`src/rtl/input_debounce_if.sv`:
```
// Pad-side bundle of the debouncer: raw pad levels in, clean levels and edge pulses out.
// Bit mapping on every vector: bit0 encoder A, bit1 encoder B, bit2 pushbutton.
interface input_debounce_if;
  logic [2:0] raw_in;
  logic [2:0] clean_out;
  logic [2:0] rise_pulse;
  logic [2:0] fall_pulse;

  modport master (
    output raw_in,
    input  clean_out,
    input  rise_pulse,
    input  fall_pulse
  );

  modport slave (
    input  raw_in,
    output clean_out,
    output rise_pulse,
    output fall_pulse
  );
endinterface

```
`src/rtl/input_debounce.sv`:
```
// Three independent channels: two-flop synchronizer, then a stability counter that
// accepts a new level only after it has held for STABLE_CYCLES consecutive clocks.
module input_debounce #(
  parameter int         STABLE_CYCLES = 1000,
  parameter int         CNT_W         = 16,
  parameter logic [2:0] RST_LEVEL     = 3'b000
) (
  input  logic        clk,
  input  logic        rstn,
  input_debounce_if.slave dbif
);

  localparam logic [CNT_W-1:0] CNT_LAST = CNT_W'(STABLE_CYCLES - 1);
  localparam logic [CNT_W-1:0] CNT_ONE  = CNT_W'(1);

  logic [2:0]       sync1_q, sync1_d;
  logic [2:0]       sync2_q, sync2_d;
  logic [2:0]       clean_q, clean_d;
  logic [2:0]       rise_q,  rise_d;
  logic [2:0]       fall_q,  fall_d;
  logic [CNT_W-1:0] cnt_q [3];
  logic [CNT_W-1:0] cnt_d [3];

  always_comb begin
    sync1_d = dbif.raw_in;
    sync2_d = sync1_q;
    clean_d = clean_q;
    rise_d  = 3'b000;
    fall_d  = 3'b000;
    for (int ch = 0; ch < 3; ch++) begin
      cnt_d[ch] = '0;
      if (sync2_q[ch] != clean_q[ch]) begin
        // Terminal count: accept the new level and emit its edge pulse on the same edge.
        if (cnt_q[ch] == CNT_LAST) begin
          clean_d[ch] = sync2_q[ch];
          rise_d[ch]  = sync2_q[ch];
          fall_d[ch]  = ~sync2_q[ch];
        end else begin
          cnt_d[ch] = cnt_q[ch] + CNT_ONE;
        end
      end
    end
  end

  always_ff @(posedge clk) begin
    if (!rstn) begin
      sync1_q <= RST_LEVEL;
      sync2_q <= RST_LEVEL;
      clean_q <= RST_LEVEL;
      rise_q  <= 3'b000;
      fall_q  <= 3'b000;
      for (int ch = 0; ch < 3; ch++) begin
        cnt_q[ch] <= '0;
      end
    end else begin
      sync1_q <= sync1_d;
      sync2_q <= sync2_d;
      clean_q <= clean_d;
      rise_q  <= rise_d;
      fall_q  <= fall_d;
      for (int ch = 0; ch < 3; ch++) begin
        cnt_q[ch] <= cnt_d[ch];
      end
    end
  end

  assign dbif.clean_out  = clean_q;
  assign dbif.rise_pulse = rise_q;
  assign dbif.fall_pulse = fall_q;

  for (genvar g = 0; g < 3; g++) begin : g_chk
    a_cnt_bound: assert property (@(posedge clk) cnt_q[g] <= CNT_LAST);
    a_one_edge:  assert property (@(posedge clk) !(rise_q[g] && fall_q[g]));
  end

endmodule
```
`src/flat_wrapper.sv`:
```
// flat-port wrapper written by rule: the top's interface ports become plain ports
module input_debounce_flat 
#(
  parameter int         STABLE_CYCLES = 1000,
  parameter int         CNT_W         = 16,
  parameter logic [2:0] RST_LEVEL     = 3'b000
)
  (clk, rstn, dbif_raw_in, dbif_clean_out, dbif_rise_pulse, dbif_fall_pulse);
  input_debounce_if dbif_i ();
  input  logic clk;
  input  logic rstn;
  input wire logic [$bits(dbif_i.raw_in)-1:0] dbif_raw_in;
  output wire logic [$bits(dbif_i.clean_out)-1:0] dbif_clean_out;
  output wire logic [$bits(dbif_i.rise_pulse)-1:0] dbif_rise_pulse;
  output wire logic [$bits(dbif_i.fall_pulse)-1:0] dbif_fall_pulse;
  assign dbif_i.raw_in = dbif_raw_in;
  assign dbif_clean_out = dbif_i.clean_out;
  assign dbif_rise_pulse = dbif_i.rise_pulse;
  assign dbif_fall_pulse = dbif_i.fall_pulse;
  input_debounce #(.STABLE_CYCLES(STABLE_CYCLES), .CNT_W(CNT_W), .RST_LEVEL(RST_LEVEL)) u_core (.clk(clk), .rstn(rstn), .dbif(dbif_i));
endmodule
```
`config.mk`:
```
export PLATFORM = sky130hd
export DESIGN_NAME = input_debounce_flat
export DESIGN_NICKNAME = d
export VERILOG_FILES = /design/src/rtl/input_debounce_if.sv /design/src/rtl/input_debounce.sv /design/src/flat_wrapper.sv
export SDC_FILE = /design/constraint.sdc
export NUM_CORES = 1
export LEC_CHECK = 0
export ABC_AREA = 1
export CAP_MARGIN = 20
export CORE_MARGIN = 2
export CORE_UTILIZATION = 30
export DETAILED_ROUTE_END_ITERATION = 10
export PLACE_DENSITY = 0.54
export SETUP_SLACK_MARGIN = 0.05
export SLEW_MARGIN = 40
export SYNTH_ARGS = -nofsm -noshare
export SYNTH_HDL_FRONTEND = slang
export SYNTH_SLANG_ARGS = --single-unit
export TNS_END_PERCENT = 50
```
`constraint.sdc`:
```
create_clock -name clk -period 2 [get_ports clk]
set_clock_uncertainty 0.1 [all_clocks]
set_input_delay 0.6 -clock clk [delete_from_list [all_inputs] [get_ports clk]]
set_output_delay 0.6 -clock clk [all_outputs]
set_load 0.1 [all_outputs]
```
## Word-level counts from Yosys, hierarchy flattened

Memory sizes are Yosys's and may differ from the RTL's.
Cells that the tools add are included.

- Flip-flop bits (word level): 15
- Bits in writable memories: 48
- Input bits: 5
- Output and inout port bits: 9
- Logic and storage cells: 44
- Memories kept: 1

Memory list:

| name | depth | width | read ports | clocked after Yosys merged registers in | wr ports | RTL line | RTL |
|---|---|---|---|---|---|---|---|
| u_core.cnt_q | 3 | 16 | 3 | 0 | 3 | input_debounce.sv:21 | `logic [CNT_W-1:0] cnt_q [3];` |

- Add/sub/neg operators: 3
- Equal/unequal tests: 6
- Muxes and demuxes: 11
- Bitwise operators: 6
- Reduce and logical (&&, ||, !) cells: 6

Operator list:

| kind | count |
|---|---|
| 2-to-1 mux 16 bit | 9 |
| adder 16 x 1 -> 16 bit, second input constant | 3 |
| equality test 16 x 10 -> 1 bit, second input constant | 3 |
| AND reduction 3 bit | 3 |
| AND reduction 2 bit | 3 |
| inequality test 1 bit | 3 |
| inverter 1 bit | 3 |
| OR 1 bit | 3 |
| 2-to-1 mux 1 bit | 2 |

## Depth between registers and ports, before layout

Gate-level depths: netlist (run 1).

- Word-level depth: 4
- Gate-level depth with buffers: 9
- Mapped depth without buffers: 8

## Worst setup path before layout (run 1)

OpenSTA, ideal clock, no wires.

- Path kind: register to register
- From: register u_core.clean_q[2] (netlist: u_core.dbif.clean_out[2])
- To: memory u_core.cnt_q[2][14] (netlist: u_core.cnt_q[0][46])
- Library setup time: 0.070 ns
- Arrival time: 1.801 ns
- Required time: 1.830 ns
- Slack: 0.030 ns
- Cell stages (with the launch flop): 6
- Path buffers: 1
- Period minus slack after synthesis: 1.970 ns
- Cell sequence: dfxtp_1 > o21ai_0 > a21oi_2 > nand2_4 > buf_6 > a21oi_1

RTL lines:

| item | RTL line | RTL |
|---|---|---|
| from (decl) | input_debounce.sv:18 | `logic [2:0] clean_q, clean_d;` |
| from (signal assigned) | input_debounce.sv:58 | `clean_q <= clean_d;` |
| to (decl) | input_debounce.sv:21 |  |

==> results of run 1 <==
==> cell families after synthesis <==
kind of cell	after synthesis
AND/OR/NAND/NOR	240
buffers and inverters	56
AO/OA/AOI/OAI	32
XOR/XNOR	16
adder cells (fa/ha/maj)	3
flip-flops	63
==> power by group <==
group | total, mW | leakage, nW | internal (mW) | switching (mW)
logic | 0.0350 | 0.578 | 0.0156 | 0.0194
clock network | 1.35 | 0.112 | 0.829 | 0.523
registers | 1.27 | 0.509 | 1.26 | 0.00599
total | 2.65 | 1.20 | 2.11 | 0.548
==> final cells by class <==
cell class              instances  area [um^2]
repair buffers                 15          235
inverters                      52          195
flip-flops and latches         63         1260
clock inverters                 7          121
multi-input cells             291         1380
clock buffers                   9          124
fillers                       995         5810
well taps                     129          161
==> registers in the layout, indices dropped and copies added (netlist names) <==
register,count
u_core.sync1_q,3
u_core.cnt_q,48
u_core.sync2_q,3
u_core.dbif.clean_out,3
u_core.dbif.rise_pulse,3
u_core.dbif.fall_pulse,3
==> critical path, delay by kind of cell <==
kind,cells,cell delay [ns]
buffers and inverters,2,0.62
AND/OR/NAND/NOR,2,0.44
AO/OA/AOI/OAI,2,0.25
==> cells in the final DEF (no fill, tap or decap), drive strengths merged <==
cell type / netlist / final
bufinv: 0 / 3
nand3: 25 / 25
a21oi: 24 / 24
o21ai: 8 / 8
clkinvlp: 0 / 3
inv: 52 / 52
clkinv: 0 / 1
nor3: 6 / 6
nand4: 12 / 12
buf: 4 / 11
ha: 3 / 3
nor2: 86 / 86
xor2: 12 / 12
xnor2: 4 / 4
clkbuf: 0 / 9
or2: 2 / 2
nand2: 106 / 106
clkdlybuf4s50: 0 / 4
nor2b: 2 / 2
nand3b: 1 / 1
dfxtp: 63 / 63
==> synth_stat cells, types with 2 or more instances <==
| library cell | instances |
|---|---|
| a21oi_1 | 21 |
| a21oi_2 | 3 |
| buf_6 | 3 |
| dfxtp_1 | 63 |
| ha_1 | 3 |
| inv_1 | 50 |
| inv_2 | 2 |
| nand2_1 | 101 |
| nand2_2 | 4 |
| nand3_1 | 25 |
| nand4_1 | 12 |
| nor2_1 | 79 |
| nor2_2 | 6 |
| nor2b_1 | 2 |
| nor3_1 | 6 |
| o21ai_0 | 6 |
| xnor2_1 | 4 |
| xor2_1 | 12 |
==> final timing paths <==
check / from / to / slack [ns] / cells after the start
worst min register to register: u_core.sync1_q[1] / u_core.sync2_q[1] / 0.33 / 2
worst max-delay path: rstn / u_core.cnt_q[0][2] / 0.25 / 6
worst min-delay path: u_core.sync1_q[1] / u_core.sync2_q[1] / 0.33 / 2
worst max register to register: u_core.cnt_q[0][16] / u_core.cnt_q[0][31] / 0.40 / 8
==> stage by stage <==
| step | TNS, ns | power (mW) | utilization (%) | area, um^2 | setup WS, ns |
|---|---|---|---|---|---|
| CTS | 0 | 2.69 | 37.4 | 3480 | 0.249 |
| detailed placement | -0.507 | 1.33 | 34.8 | 3230 | -0.0825 |
| floorplan | 0 | 1.32 | - | 2880 | 0.143 |
| finish | 0 | 2.65 | 37.4 | 3480 | 0.250 |
| global route | 0 | 2.75 | 37.4 | 3480 | 0.171 |
| global placement | -0.131 | 1.33 | 34.8 | 3230 | -0.0224 |
==> per-layer routing <==
| layer | part of all wire, % | wire (um) | track usage (%) | vias up |
|---|---|---|---|---|
| met5 | 0 | 0 | 0 | - |
| li1 | - | - | - | 1325 |
| met3 | 3.6 | 199 | 2.05 | 9 |
| met4 | 2.2 | 119 | 5.85 | 0 |
| met1 | 53 | 2920 | 16.0 | 1093 |
| met2 | 42 | 2300 | 18.6 | 37 |
==> results.toml, run 1 <==
[run_status]
status = "finished, final reports clean"

[sta]
slew_headroom_pct = 78.4
worstMarginPinSlew_ns = 0.322
whs_ns = 0.334
hold_viol_final = 0
grt_setup_unrepaired = "false"
maxSlewViolCount = 0
setup_violations = 0
timing.final.crit_share_pct = 87.5
period_needed_ns = 1.75
fmax_mhz = 572

[worst_setup_path]
critPathRequiredTime_ns = 2.16
worstSetupEndpointType = "flop"
critPathMaxStageDelay_ns = 0.46
crit_slowest_cell = "clkdlybuf4s50_1"
path_max_fanout = 16
start_kind = "input pin"
cp.arrival_ns = 1.90
cp_cell_sequence = "clkdlybuf4s50_1 > buf_4 > o21ai_1 > a21oi_2 > nand2_2 > nor3_1"
critPathKind = "input pin to flop"

[synthesis]
yosys_warnings = 0
synthFlopType = "dfxtp_1"
synth_top_family_by_area = "simple AND/OR/NAND/NOR gates"
yosys.area.top_type_share_pct = 43.9
ys_seq_elements = 63
synthXorXnorAreaFrac_pct = 4.88
synth-adder-area-share_pct = 1.31
syn_area_um2 = 2870
synth_area_leaders = "dfxtp_1 (44%), nand2_1 (13%), nor2_1 (10%)"
synth_largest_area_cell = "dfxtp_1"
async_reset_ff_share_pct = 0
synth_compound_area_share_pct = 6.09
synthMuxAreaShare_pct = 0
synthSimpleGateAreaFrac_pct = 35.6
postSynthCellCount = 410
yosysSeqAreaShare_pct = 43.9
synth_edf_count = 0
avgSynthCellArea_um2 = 7.01
synth_cell_types = 26
synthesis.nets = 418

[finish]
diodes = 0
syn_to_final_growth_pct = 20.9
drive_above_1_share_pct = 10.8
final_cells = 566
nNetsFinal = 440

[job]
drv_cap = 0

[clocking]
path_clk_slew_ns = 0.08
post_cts_buffers = 0
numCtsBuffers = 9
cts_root_buf = "clkbuf_8"
clk_latency_ns = 0.34
htreeDepth = 3
clk_path_buf_depth = 2
holdBufCountCts = 0
cts_sinks = 63
postCtsResizedCells = 0
cts_tree = "done"

[floorplanning]
dieWidth_um = 102
initial_utilization_pct = 31.0
die_h_um = 102
core_area_um2 = 9280
ios = 14
dieArea_um2 = 10400
num_rows = 35

[routing]
detail-route-antenna-nets = 0
drc = 0
drtIter0Drc = 85
dr.pass1.iters = 4
wl_per_cell_um = 9.78
vias_per_cell = 4.35
vias = 2464
drt-total-wl_um = 5530

[pwr]
power_density_nw_per_um2 = 764
p_leak_nw = 1.20
vdd_ir_drop_max_mv = 0.292

[grt]
overflow = 0
grt_first_pass_wirelength_um = 10000
grtUsageTotal_pct = 11.9
grt_pass1_vias = 2292
grt_max_degree = 17
antenna_found_initial = 0

[placement]
hpwlAfterDp_um = 4110
io_buffers = 13
globalplace.congestion = 0.775
placedCellCount = 550

[hold_path]
min-delay-path-class = "flop to flop"
No activity file was read; power rests on OpenSTA's default activity.
==> inputs of run 2 (changes only) <==
--- a/config.mk
+++ b/config.mk
@@ -8,9 +8,9 @@
 export ABC_AREA = 1
 export CAP_MARGIN = 20
 export CORE_MARGIN = 2
-export CORE_UTILIZATION = 30
+export CORE_UTILIZATION = 64
 export DETAILED_ROUTE_END_ITERATION = 10
-export PLACE_DENSITY = 0.54
+export PLACE_DENSITY = 0.93
 export SETUP_SLACK_MARGIN = 0.05
 export SLEW_MARGIN = 40
 export SYNTH_ARGS = -nofsm -noshare
==> run 2 against run 1 <==
Net effect:
- power shrank 2.7%
- critical path type unchanged
- wire length grew 6.1%
- largest cell class unchanged
- sequential share of layout area grew 1.1 points
- first-iteration DRC count grew 150%
- final area shrank 3.0%
- die area shrank 51%
==> results.toml, run 2 (same netlist as run 1, synthesis figures left out) <==
[run_status]
status = "finished, final reports clean"

[sta]
hold_viol_final = 0
maxSlewViolCount = 0
grt_setup_unrepaired = "false"
fmax_mhz = 557
setup_violations = 0
period_needed_ns = 1.80
timing.final.crit_share_pct = 89.8
fin_setup_tns_ns = 0
worstMarginPinSlew_ns = 0.333
slew_headroom_pct = 77.7

[clocking]
postCtsResizedCells = 0
numCtsBuffers = 9
cts_sinks = 63
holdBufCountCts = 0
clk_latency_ns = 0.36
post_cts_buffers = 0
cts_tree = "done"
htreeDepth = 3
cts_root_buf = "clkbuf_8"
clk_path_buf_depth = 2
path_clk_slew_ns = 0.08

[routing]
drc = 0
vias_per_cell = 5.32
drt-total-wl_um = 5870
vias = 2607
detail-route-antenna-nets = 0
dr.pass1.iters = 5
drtIter0Drc = 211
wl_per_cell_um = 12.0

[pwr]
pwr-share-seq_pct = 49.1
p_leak_nw = 1.21
netSwitchingFraction_pct = 21.7
power_density_nw_per_um2 = 766
power.switching_mw = 0.561
pwr-share-clk_pct = 49.5
p_int_mw = 2.02
p_comb_share_pct = 1.4
vdd_ir_drop_max_mv = 0.605

[floorplanning]
dieWidth_um = 71.0
dieArea_um2 = 5040
num_rows = 24
core_area_um2 = 4350
ios = 14
die_h_um = 71.0
initial_utilization_pct = 66.0

[placement]
hpwlAfterDp_um = 3920
io_buffers = 13
globalplace.congestion = 0.882
postPlaceCellArea_um2 = 3140

[worst_setup_path]
path_max_fanout = 16
critPathMaxStageDelay_ns = 0.61
cp_cell_sequence = "clkdlybuf4s50_1 > o21ai_1 > a21oi_2 > nand2_2 > nor3_1"
crit_buf_inv = 1
cp.arrival_ns = 1.97
path_delay_family = "buffers and inverters"
critPathRequiredTime_ns = 2.18
critPathKind = "input pin to flop"
worstSetupEndpointType = "flop"
start_kind = "input pin"
crit_slowest_cell = "clkdlybuf4s50_1"

[grt]
overflow = 0
antenna_found_initial = 0
grtUsageTotal_pct = 25.1
grt_first_pass_wirelength_um = 10000
grt_max_degree = 17
grt_pass1_vias = 2444

[finish]
largest_reg_flops = 48
diodes = 0
syn_to_final_growth_pct = 17.3
drive_above_1_share_pct = 11.0
nNetsFinal = 441
regMostFlops = "u_core.cnt_q"
fin_area_um2 = 3370
layout_commonest_cell = "nand2_1"
final_cell_mix = "nand2_1 (101), nor2_1 (79), dfxtp_1 (62)"

[hold_path]
min-delay-path-class = "flop to flop"

[job]
drv_cap = 0
==> run 2: cell types whose count changed in the layout (fill, tap and decap cells not counted) <==
cell        delta
bufinv_16      -1
clkinvlp_4     -3
clkbuf_8       +1
inv_6          +2
buf_4          +1
clkinv_2       +1
==> run 2: layout make-up <==
class	count	area, um^2
Clock buffer	10	138
Clock inverter	6	91.3
Fill cell	285	983
Inverter	52	195
Multi-Input combinational cell	291	1380
Sequential cell	63	1260
Tap cell	52	65.1
Timing Repair Buffer	16	243
==> run 2: power groups by stage <==
stage,Sequential (mW),Combinational (mW),Clock (mW)
floorplan,1.29,0.0231,0
global placement,1.30,0.0344,0
detailed placement,1.30,0.0359,0
CTS,1.27,0.0361,1.28
global route,1.27,0.0407,1.33
finish,1.27,0.0360,1.28
==> run 2: layer usage <==
metal / routed length (um) / GRT usage [%]
met5: 0 / 0
met4: 178 / 14.5
met3: 428 / 5.84
met2: 2710 / 40.0
met1: 2550 / 31.2
==> run 2: worst min-delay path, cell delays in order (launching register included) <==
cell and delay (ns):
dfxtp_1 0.30, nand2_1 0.05, inv_1 0.03
==> run 2: final timing paths <==
kind / startpoint / to / slack (ns) / depth (start not counted)
max: rstn / u_core.cnt_q[0][2] / 0.20 / 5
min reg2reg: u_core.sync1_q[2] / u_core.sync2_q[2] / 0.32 / 2
min: u_core.sync1_q[2] / u_core.sync2_q[2] / 0.32 / 2
max reg2reg: u_core.cnt_q[0][16] / u_core.cnt_q[0][19] / 0.33 / 8
==> run 2: through the flow <==
stage / setup WS, ns / power (mW) / utilization, % / hold WS (ns) / instances
after floorplan: 0.143 / 1.32 / - / 0.290 / 410
after global placement: -0.0363 / 1.33 / 72.2 / 0.294 / 474
after detailed placement: -0.165 / 1.33 / 72.2 / 0.304 / 474
after CTS: 0.207 / 2.59 / 77.4 / 0.321 / 490
after global routing: 0.112 / 2.63 / 77.4 / 0.338 / 490
final: 0.204 / 2.58 / 77.4 / 0.319 / 490
